**src/rtl/vector_alu_mc_pkg.sv**
```systemverilog
// Shared definitions for the multi-cycle vector ALU: opcodes, FSM states,
// accumulator sizing and signed saturation helpers.
package valu_pkg;

  localparam logic [3:0] OP_VADD = 4'd0;
  localparam logic [3:0] OP_VDOT = 4'd1;
  localparam logic [3:0] OP_SMUL = 4'd2;
  localparam logic [3:0] OP_SST  = 4'd3;
  localparam logic [3:0] OP_VLD  = 4'd4;
  localparam logic [3:0] OP_VST  = 4'd5;
  localparam logic [3:0] OP_SLL  = 4'd6;
  localparam logic [3:0] OP_SLH  = 4'd7;
  localparam logic [3:0] OP_J    = 4'd8;
  localparam logic [3:0] OP_NOP  = 4'd15;

  typedef enum logic [1:0] {
    IDLE = 2'd0,
    RUN  = 2'd1,
    DONE = 2'd2
  } state_t;

  // Dot-product accumulator width: full product plus one bit per lane doubling.
  function automatic int acc_width(input int lanes, input int lane_w);
    return 2 * lane_w + $clog2(lanes);
  endfunction

  // Largest signed value representable in w bits.
  function automatic logic signed [63:0] sat_max(input int w);
    return (64'sd1 <<< (w - 1)) - 64'sd1;
  endfunction

  // Clamp a signed value into the w-bit signed range.
  function automatic logic signed [63:0] sat_s(input logic signed [63:0] v, input int w);
    logic signed [63:0] hi;
    logic signed [63:0] lo;
    hi = sat_max(w);
    lo = -hi - 64'sd1;
    if (v > hi) return hi;
    if (v < lo) return lo;
    return v;
  endfunction

endpackage

```
**src/rtl/vector_alu_mc_if.sv**
```systemverilog
// Request/response bundle between the execute stage and the vector ALU.
interface vector_alu_mc_if #(
  parameter int LANES  = 16,
  parameter int LANE_W = 16
);
  logic                      in_valid;
  logic                      in_ready;
  logic [3:0]                opcode;
  logic [LANES*LANE_W-1:0]   op_1;
  logic [LANES*LANE_W-1:0]   op_2;
  logic                      out_valid;
  logic                      out_ready;
  logic [LANES*LANE_W-1:0]   result;
  logic                      out_err;

  modport master (
    output in_valid, opcode, op_1, op_2, out_ready,
    input  in_ready, out_valid, result, out_err
  );

  modport slave (
    input  in_valid, opcode, op_1, op_2, out_ready,
    output in_ready, out_valid, result, out_err
  );
endinterface

```
**src/rtl/vector_alu_mc_lane_mac_group.sv**
```systemverilog
// MAC_PER_CYC signed lane multipliers with per-lane products and their sum;
// shared by the dot-product and scalar-multiply paths.
module lane_mac_group #(
  parameter int MAC_PER_CYC = 1,
  parameter int LANE_W      = 16,
  parameter int SUM_W       = 2 * LANE_W + $clog2(MAC_PER_CYC)
) (
  input  logic [MAC_PER_CYC*LANE_W-1:0]    a,
  input  logic [MAC_PER_CYC*LANE_W-1:0]    b,
  output logic [MAC_PER_CYC*2*LANE_W-1:0]  prod,
  output logic signed [SUM_W-1:0]          sum
);

  logic signed [2*LANE_W-1:0] p;

  // Multiply each lane pair and reduce the products into one signed sum.
  always_comb begin
    p    = '0;
    prod = '0;
    sum  = '0;
    for (int i = 0; i < MAC_PER_CYC; i++) begin
      p = $signed(a[i*LANE_W +: LANE_W]) * $signed(b[i*LANE_W +: LANE_W]);
      prod[i*2*LANE_W +: 2*LANE_W] = p;
      sum = sum + SUM_W'(p);
    end
  end

endmodule

```
**src/rtl/vector_alu_mc.sv**
```systemverilog
// Multi-cycle vector ALU: single-cycle lane ops plus lane-serial VDOT/SMUL,
// valid/ready on both sides, all outputs registered.
module vector_alu_mc
  import valu_pkg::*;
#(
  parameter int LANES       = 16,
  parameter int LANE_W      = 16,
  parameter int MAC_PER_CYC = 1,
  parameter int SAT         = 0
) (
  input  logic           clk,
  input  logic           rst,
  vector_alu_mc_if.slave bus
);

  localparam int G     = LANES / MAC_PER_CYC;
  localparam int ACC_W = acc_width(LANES, LANE_W);
  localparam int RES_W = LANES * LANE_W;
  localparam int GRP_W = MAC_PER_CYC * LANE_W;
  localparam int SUM_W = 2 * LANE_W + $clog2(MAC_PER_CYC);
  localparam int CNT_W = (G > 1) ? $clog2(G) : 1;
  localparam int HALF  = LANE_W / 2;

  state_t                     state;
  logic [CNT_W-1:0]           cnt;
  logic [3:0]                 op_q;
  logic [RES_W-1:0]           op1_q;
  logic [RES_W-1:0]           op2_q;
  logic [RES_W-1:0]           vec_q;
  logic [RES_W-1:0]           result_q;
  logic signed [ACC_W-1:0]    acc;
  logic                       err_q;
  logic                       in_ready_q;
  logic                       out_valid_q;

  logic [GRP_W-1:0]             mac_a;
  logic [GRP_W-1:0]             mac_b;
  logic [MAC_PER_CYC*2*LANE_W-1:0] mac_prod;
  logic signed [SUM_W-1:0]      mac_sum;
  logic signed [ACC_W-1:0]      acc_next;
  logic [RES_W-1:0]             vec_next;
  logic [RES_W-1:0]             imm_res;
  logic                         imm_err;

  // Lane add with wrap or saturation.
  function automatic logic [LANE_W-1:0] add_lane(input logic [LANE_W-1:0] x,
                                                 input logic [LANE_W-1:0] y);
    logic signed [LANE_W:0] s;
    s = $signed({x[LANE_W-1], x}) + $signed({y[LANE_W-1], y});
    if (SAT != 0) return LANE_W'(sat_s(64'(s), LANE_W));
    return s[LANE_W-1:0];
  endfunction

  // Narrow a full-width lane product to LANE_W by truncation or saturation.
  function automatic logic [LANE_W-1:0] mul_lane(input logic signed [2*LANE_W-1:0] p);
    if (SAT != 0) return LANE_W'(sat_s(64'(p), LANE_W));
    return p[LANE_W-1:0];
  endfunction

  // Current lane group feeds the shared multipliers; SMUL broadcasts scalar lane 0.
  assign mac_a = op1_q[int'(cnt)*GRP_W +: GRP_W];
  assign mac_b = (op_q == OP_SMUL) ? {MAC_PER_CYC{op2_q[LANE_W-1:0]}}
                                   : op2_q[int'(cnt)*GRP_W +: GRP_W];

  lane_mac_group #(
    .MAC_PER_CYC(MAC_PER_CYC),
    .LANE_W     (LANE_W),
    .SUM_W      (SUM_W)
  ) u_mac (
    .a   (mac_a),
    .b   (mac_b),
    .prod(mac_prod),
    .sum (mac_sum)
  );

  assign acc_next = acc + ACC_W'(mac_sum);

  // Merge this cycle's SMUL lanes into the working vector.
  always_comb begin
    vec_next = vec_q;
    for (int j = 0; j < MAC_PER_CYC; j++) begin
      vec_next[(int'(cnt)*MAC_PER_CYC + j)*LANE_W +: LANE_W] =
        mul_lane($signed(mac_prod[j*2*LANE_W +: 2*LANE_W]));
    end
  end

  // Single-cycle results computed from the offered request.
  always_comb begin
    imm_res = '0;
    imm_err = 1'b0;
    case (bus.opcode)
      OP_VADD: begin
        for (int i = 0; i < LANES; i++) begin
          imm_res[i*LANE_W +: LANE_W] = add_lane(bus.op_1[i*LANE_W +: LANE_W],
                                                 bus.op_2[i*LANE_W +: LANE_W]);
        end
      end
      OP_SST, OP_VLD, OP_VST, OP_J:
        imm_res[LANE_W-1:0] = bus.op_1[LANE_W-1:0] + bus.op_2[LANE_W-1:0];
      OP_SLL:
        imm_res[LANE_W-1:0] = {bus.op_1[LANE_W-1:HALF], bus.op_2[HALF-1:0]};
      OP_SLH:
        imm_res[LANE_W-1:0] = {bus.op_2[HALF-1:0], bus.op_1[HALF-1:0]};
      OP_NOP, OP_VDOT, OP_SMUL: imm_res = '0;
      default: imm_err = 1'b1;
    endcase
  end

  // Control FSM: accept in IDLE, iterate lane groups in RUN, present result in DONE.
  always_ff @(posedge clk) begin
    if (rst) begin
      state       <= IDLE;
      cnt         <= '0;
      acc         <= '0;
      result_q    <= '0;
      err_q       <= 1'b0;
      in_ready_q  <= 1'b1;
      out_valid_q <= 1'b0;
    end else begin
      case (state)
        IDLE: begin
          if (bus.in_valid) begin
            op_q       <= bus.opcode;
            op1_q      <= bus.op_1;
            op2_q      <= bus.op_2;
            in_ready_q <= 1'b0;
            if (bus.opcode == OP_VDOT || bus.opcode == OP_SMUL) begin
              cnt   <= '0;
              acc   <= '0;
              state <= RUN;
            end else begin
              result_q    <= imm_res;
              err_q       <= imm_err;
              out_valid_q <= 1'b1;
              state       <= DONE;
            end
          end
        end
        RUN: begin
          acc   <= acc_next;
          vec_q <= vec_next;
          cnt   <= cnt + CNT_W'(1);
          if (cnt == CNT_W'(G - 1)) begin
            result_q    <= (op_q == OP_VDOT) ? RES_W'(acc_next) : vec_next;
            err_q       <= 1'b0;
            out_valid_q <= 1'b1;
            cnt         <= '0;
            state       <= DONE;
          end
        end
        DONE: begin
          if (bus.out_ready) begin
            out_valid_q <= 1'b0;
            in_ready_q  <= 1'b1;
            state       <= IDLE;
          end
        end
        default: state <= IDLE;
      endcase
    end
  end

  assign bus.in_ready  = in_ready_q;
  assign bus.out_valid = out_valid_q;
  assign bus.result    = result_q;
  assign bus.out_err   = err_q;

endmodule
```
**src/flat_wrapper.sv**
```systemverilog
// flat-port wrapper written by rule: the top's interface ports become plain ports
module vector_alu_mc_flat import valu_pkg::*;
#(
  parameter int LANES       = 16,
  parameter int LANE_W      = 16,
  parameter int MAC_PER_CYC = 1,
  parameter int SAT         = 0
)
  (clk, rst, bus_in_valid, bus_opcode, bus_op_1, bus_op_2, bus_out_ready, bus_in_ready, bus_out_valid, bus_result, bus_out_err);
  vector_alu_mc_if #(.LANES(LANES), .LANE_W(LANE_W)) bus_i ();
  input  logic clk;
  input  logic rst;
  input wire logic [$bits(bus_i.in_valid)-1:0] bus_in_valid;
  input wire logic [$bits(bus_i.opcode)-1:0] bus_opcode;
  input wire logic [$bits(bus_i.op_1)-1:0] bus_op_1;
  input wire logic [$bits(bus_i.op_2)-1:0] bus_op_2;
  input wire logic [$bits(bus_i.out_ready)-1:0] bus_out_ready;
  output wire logic [$bits(bus_i.in_ready)-1:0] bus_in_ready;
  output wire logic [$bits(bus_i.out_valid)-1:0] bus_out_valid;
  output wire logic [$bits(bus_i.result)-1:0] bus_result;
  output wire logic [$bits(bus_i.out_err)-1:0] bus_out_err;
  assign bus_i.in_valid = bus_in_valid;
  assign bus_i.opcode = bus_opcode;
  assign bus_i.op_1 = bus_op_1;
  assign bus_i.op_2 = bus_op_2;
  assign bus_i.out_ready = bus_out_ready;
  assign bus_in_ready = bus_i.in_ready;
  assign bus_out_valid = bus_i.out_valid;
  assign bus_result = bus_i.result;
  assign bus_out_err = bus_i.out_err;
  vector_alu_mc #(.LANES(LANES), .LANE_W(LANE_W), .MAC_PER_CYC(MAC_PER_CYC), .SAT(SAT)) u_core (.clk(clk), .rst(rst), .bus(bus_i));
endmodule
```
**config.mk**
```make
export PLATFORM = sky130hd
export DESIGN_NAME = vector_alu_mc_flat
export DESIGN_NICKNAME = d
export VERILOG_FILES = /design/src/rtl/vector_alu_mc_pkg.sv /design/src/rtl/vector_alu_mc_if.sv /design/src/rtl/vector_alu_mc_lane_mac_group.sv /design/src/rtl/vector_alu_mc.sv /design/src/flat_wrapper.sv
export SDC_FILE = /design/constraint.sdc
export NUM_CORES = 2
export LEC_CHECK = 0
export BUFFER_PORTS_ARGS = -buffer_cell sky130_fd_sc_hd__buf_2
export CORE_ASPECT_RATIO = 1.1
export CORE_MARGIN = 2
export CORE_UTILIZATION = 50
export DETAILED_ROUTE_END_ITERATION = 8
export MAX_ROUTING_LAYER = met4
export PLACE_DENSITY = 0.73
export SLEW_MARGIN = 10
export SYNTH_ARGS = -nofsm -noshare
export SYNTH_HDL_FRONTEND = slang
export SYNTH_SLANG_ARGS = --single-unit
```
**constraint.sdc**
```tcl
create_clock -name clk -period 43.8 [get_ports clk]
set_clock_uncertainty 0.05 [all_clocks]
set_input_delay 8.76 -clock clk [delete_from_list [all_inputs] [get_ports clk]]
set_output_delay 8.76 -clock clk [all_outputs]
set_load 0.02 [all_outputs]
```
== Word-level counts from Yosys, hierarchy flattened ==
Index checks and enable logic that the tools add are counted.
Storage, ports and cells
  bits in registers: 1073
  bits of input ports: 520
Cells by class
  $add $sub $neg: 20
  multipliers: 1
  eq/ne operators: 19
  shifts and indexed selects: 4
  muxes and demuxes: 34
  bitwise gates (word level): 1
  reduce and logical (&&, ||, !) cells: 15
Operators with widths (count)
  two-way mux 256 bit: 4
  one-hot mux 256 bit (2 select lines): 1
  variable part select 256 x 9 -> 16 bit: 2
  adder 16 bit: 17
  bitwise mux 256 bit: 1
  variable shift 16 x 33 -> 256 bit (first input constant): 1
  variable part select 16 x 33 -> 256 bit: 1
  two-way mux 240 bit: 1
  two-way mux 36 bit: 2
  one-hot mux 36 bit (2 select lines): 1
  one-hot mux 16 bit (4 select lines): 1
  adder 36 x 32 -> 36 bit: 1
  negator 8 -> 33 bit: 1
  multiplier 16 x 16 -> 32 bit: 1
  equality test 4 x 3 -> 1 bit (second input constant): 4
  two-way mux 16 bit: 1
  equality test 4 x 2 -> 1 bit (second input constant): 3
  equality test 4 bit (second input constant): 3
  two-way mux 4 bit: 3
  AND reduction 3 bit: 4
  two-way mux 1 bit: 10
  OR reduction 10 bit: 1
  equality test 4 x 1 -> 1 bit (second input constant): 2
  two-way mux 2 bit: 4
  other kinds (19): 24

== Longest topological paths before layout ==
  word-level depth: 8
  mapped depth: 46
  gate-level depth less buffers: 39

== Hierarchy ==
From an unflattened synthesis, not the netlist that was laid out.
Unflattened totals
  cells, all modules: 6153
  area, all modules: 65679.2 sq um
Modules (own cells, without submodules)
  vector_alu_mc: instances 1, cells each 4980, area each 55374.4 sq um, sequential area each 29208.0 sq um
  lane_mac_group: instances 1, cells each 1173, area each 10304.9 sq um, sequential area each 0.0 sq um

== Least setup slack after synthesis ==
No wires, ideal clock.
  kind: input -> register
  from: input port rst
  to: register u_core.op1_q[0], enable pin
  arrival time: 44286 ps
  path slack: -2564 ps
  cell stages on the path: 4
  buffers on the path: 3
  cells stage by stage: clkbuf_1 -> clkbuf_1 -> clkbuf_1 -> nor3_1
Between the ends
  cells in the longest elaborated chain, start to end: 2
Ends and longest elaborated chain
  start, declared: line flat_wrapper.sv:12  | input logic rst;
  NOT 1 bit (no line)
  AND reduction 3 bit (no line)
  end signal, assigned: line vector_alu_mc.sv:124  | op1_q <= bus.op_1;
  end, declared: line vector_alu_mc.sv:27  | logic [RES_W-1:0] op1_q;
No other way between the ends.
A chain may end at the register's enable or synchronous reset.

== Final worst setup path ==
  from: register u_core.cnt[0]
  to: register u_core.result_q[83], in the netlist u_core.bus.result[83]
Between the ends
  cells in the longest elaborated chain, start to end: 8
  elaborated cells on any way between the ends: 15
  classes of those cells: 2 x add/sub; 1 x mul; 2 x eq/ne; 4 x shift; 5 x mux; 1 x reduce/logical
Ends and longest elaborated chain
  start, declared: line vector_alu_mc.sv:25  | logic [CNT_W-1:0] cnt;
  start signal, assigned: line vector_alu_mc.sv:142  | cnt <= cnt + CNT_W'(1);
  parallel branches: the longest is 8 deep, another holds adder 36 x 32 -> 36 bit
  end signal, assigned: line vector_alu_mc.sv:132  | result_q <= imm_res;
  end signal, assigned: line vector_alu_mc.sv:144  | result_q <= (op_q == OP_VDOT) ? RES_W'(acc_next) : vec_next;
  end, declared: line vector_alu_mc.sv:30  | logic [RES_W-1:0] result_q;
Parallel ways; which one is timed is not known. The select of a mux whose other input is x is not followed.

==> impl_metrics.yaml <==
status:
  outcome: "complete, but fails checks"
  violations: "design-rule violations"
clocking:
  cts_root_buffer: "clkbuf_16"
  cts.sink_count: 1073
  numCtsBuffers: 112
  htreeDepth: 3
  cts_tree: "done"
  cts.repair.resized: 0
  clk_pin_slew_ps: 60
  clk_latency_ps: 790
  cts_hold_buf: 0
  postCtsSetupRepairBufs: 0
  cts.path.max_buffers: 3
synthesis:
  synth.distinct_cells: 85
  synth_area_mm2: 0.06490
  yosysSeqAreaShare: 0.4500
  ys_seq_elements: 1073
  synth_ff_type: "edfxtp_1"
  synth_nets: 6867
  synth_top_area_frac: 0.3572
  async_flop_share: 0
  synth_top_cell_by_area: "edfxtp_1"
  synth-edff-count: 772
  syn_inst: 5705
  yosysWarningCount: 0
  avgSynthCellArea_um2: 11.38
  ys_top_cells_by_area: "edfxtp_1 36%, dfxtp_1 9.3%, fa_1 8.6%"
worst_setup_path:
  worstSetupPathType: "register to register"
  end_kind: "register"
  worst_setup_path_start_kind: "register"
  max_stage_delay_ps: 960
  path_max_fanout: 57
  rr_startpoint: "u_core.cnt[0]"
  reg2reg_to: "u_core.bus.result[83]"
  reg2reg_setup_slack_ps: 28830
  r2r_cells: 40
  slowest_stage: "dfxtp_4"
  cp_data_arrival_time_ps: 15620
  cp.required_ps: 44450
  path_common_cell: "fa_1"
power:
  p_int_mw: 3.305
  ir_worst_vdd_mv: 0.1695
  p_comb_frac: 0.677
  swShare: 0.5067
  clkPwrFrac: 0.147
  p_seq_frac: 0.176
  p_leak_nw: 30.66
  power.switching_mw: 3.394
  power_density_mw_per_mm2: 90.14
layout:
  drive_above_1_share: 0.2139
  final_util: 0.5770
  fillers: 10844
  area_delta_synth_final_pct: 14.52
  fin_nets: 7565
flow_run:
  maxCapViolCount: 0
timing:
  hold_viol_final: 0
  period_share: 0.3418
  max_freq_mhz: 66.79
  fin_setup_tns_ps: 0
  rsz0062_at_grt: "false"
  slew_violations: 0
  worstMarginPinSlew_ps: 1404
  period_needed_ps: 14970
  max_slew_margin: 0.05866
  setup_ws_ps: 28830
  finalSetupViolations: 0
die:
  ioPinCount: 779
  die_x_um: 347.5
  dieArea_mm2: 0.1327
  rows: 138
  start_util: 0.5039
  die_y_um: 381.9
  core_mm2: 0.1288
drt:
  drc: 3
  antenna_left: 0
  vias: 53469
  wl_per_cell_um: 34.13
  first_pass_iters: 9
  wl_um: 280500
  drt-initial-drc-count: 7547
  routed_via_density: 6.506
grt:
  grt_pass1_wl_um: 385800
  overflow: 0
  grtUsageTotal: 0.4284
  antenna_found_initial: 56
  grt_max_degree: 101
  grt_pass1_vias: 51787
worst_hold_path:
  worstHoldPathCells: 2
  hp-start: "u_core.bus.result[69]"
  holdPathEnd: "u_core.bus.result[69]"
  hold_class: "register to register"
placement:
  globalplace.congestion: 1.038
  dpl.hpwl_um: 222200
  numPortBuffers: 778
  post-place-ws_ps: 28890
[critical path: cells and delay by family, from the launching register on]
kind                       cells  cell delay (ps)
xor gates and xnor gates       2              540
AOI/OAI and AO/OA             14             3060
and+or+nand+nor                5             1550
buffers and inverters          8             3110
muxes                          3             1680
adders and majority gates      8             3790
DFF                            1              960
[layout make-up]
| cell class | count | area, um^2 | area share |
|---|---|---|---|
| timing repair buffer | 867 | 4568 | 0.06146 |
| multi-input combinational | 3989 | 33300 | 0.4480 |
| clock buffer | 157 | 3103 | 0.04175 |
| tap | 1680 | 2102 | 0.02828 |
| inverter | 360 | 1359 | 0.01828 |
| clock inverter | 57 | 590.6 | 0.007946 |
| sequential | 1073 | 29220 | 0.3931 |
| antenna | 35 | 87.58 | 0.001178 |
[cell usage after synthesis (26+ instances only)]
| library cell | n |
|---|---|
| edfxtp_1 | 772 |
| nand2_1 | 647 |
| ha_1 | 363 |
| inv_1 | 360 |
| o21ai_0 | 356 |
| dfxtp_1 | 301 |
| nor2_1 | 290 |
| a21oi_1 | 289 |
| fa_1 | 279 |
| clkbuf_1 | 226 |
| xnor2_1 | 188 |
| mux4_2 | 153 |
| a22oi_1 | 138 |
| xor2_1 | 97 |
| nor3_1 | 96 |
| o211ai_2 | 91 |
| a21o_1 | 86 |
| nand3_1 | 78 |
| nor2b_1 | 74 |
| nand2b_1 | 63 |
| a211oi_1 | 58 |
| a222oi_1 | 47 |
| o21bai_1 | 37 |
| o21a_1 | 36 |
| and2_1 | 33 |
| o211ai_1 | 32 |
| o31ai_1 | 32 |
| a2111oi_0 | 31 |
| a22o_1 | 31 |
| mux2_2 | 29 |
| a211o_1 | 26 |
[metal layers]
layer	vias up	routed length [um]	global-route usage
li1	22476	-	-
met1	26479	95800	0.4900
met2	3721	124300	0.6390
met3	793	33120	0.1189
met4	0	27260	0.3295
met5	-	0	-
[cell usage in the layout, fill, tap and decap left out, types with 62 or more instances in the layout]
| master | instances |
|---|---|
| nor2b_1 | 73 |
| fa_1 | 279 |
| a21o_1 | 86 |
| nor2_1 | 286 |
| buf_4 | 89 |
| a21oi_1 | 288 |
| xor2_1 | 97 |
| xnor2_1 | 188 |
| mux4_2 | 153 |
| edfxtp_1 | 772 |
| nand3_1 | 78 |
| inv_1 | 359 |
| nand2b_1 | 62 |
| nand2_1 | 647 |
| o21ai_0 | 354 |
| a22oi_1 | 138 |
| clkbuf_16 | 113 |
| nor3_1 | 92 |
| buf_2 | 777 |
| ha_1 | 363 |
| o211ai_2 | 91 |
| dfxtp_1 | 297 |
[power by group through the flow]
stage,Combinational [mW],Sequential [mW],Clock [mW]
floorplan,3.05,1.22,0
global placement,4.42,1.20,0
detailed placement,4.42,1.20,0
CTS,4.45,1.18,0.980
global route,4.87,1.18,1.02
finish,4.54,1.18,0.983
[worst max path at each step]
stage	start	to	slack, ps
6_report	u_core.cnt[0]	u_core.bus.result[83]	28830
5_1_grt	u_core.cnt[0]	u_core.bus.result[66]	28170
4_1_cts	u_core.cnt[0]	u_core.bus.result[83]	28830
3_5_place_dp	u_core.cnt[0]	u_core.bus.result[83]	28890
3_3_place_gp	u_core.cnt[0]	u_core.bus.result[83]	28990
2_1_floorplan	rst	u_core.op1_q[0]	13690
[stage by stage]
| step | total power, mW | std cells | instance area (um^2) | hold WS (ps) |
|---|---|---|---|---|
| 3_3_place_gp | 5.617 | 7969 | 70550 | 393.5 |
| 2_1_floorplan | 4.272 | 5705 | 64910 | 381.5 |
| 6_report | 6.700 | 8218 | 74330 | 414.8 |
| 5_1_grt | 7.074 | 8209 | 74300 | 440.7 |
| 4_1_cts | 6.608 | 8183 | 74240 | 419.6 |
| 3_5_place_dp | 5.624 | 7969 | 70550 | 403.3 |
[logic make-up (layout without fill, tap and decap cells)]
logic type / after synthesis / in the layout / synth area share
DFF: 1073 / 1073 / 0.4500
adders and majority gates: 642 / 642 / 0.1560
muxes: 207 / 207 / 0.06198
other: 0 / 35 / 0
and+or+nand+nor: 1395 / 1395 / 0.09618
xor gates and xnor gates: 288 / 288 / 0.03952
AOI/OAI and AO/OA: 1457 / 1457 / 0.1572
buffers and inverters: 643 / 1441 / 0.03906
[flip-flops by register name, summed over array words and instances (netlist names), 2 cells and up]
register / count
u_core.cnt: 4
u_core.state: 2
u_core.op2_q: 256
u_core.vec_q: 256
u_core.acc: 36
u_core.op1_q: 256
u_core.bus.result: 256
u_core.op_q: 4
Note: power is estimated with default switching activity, not from simulation.
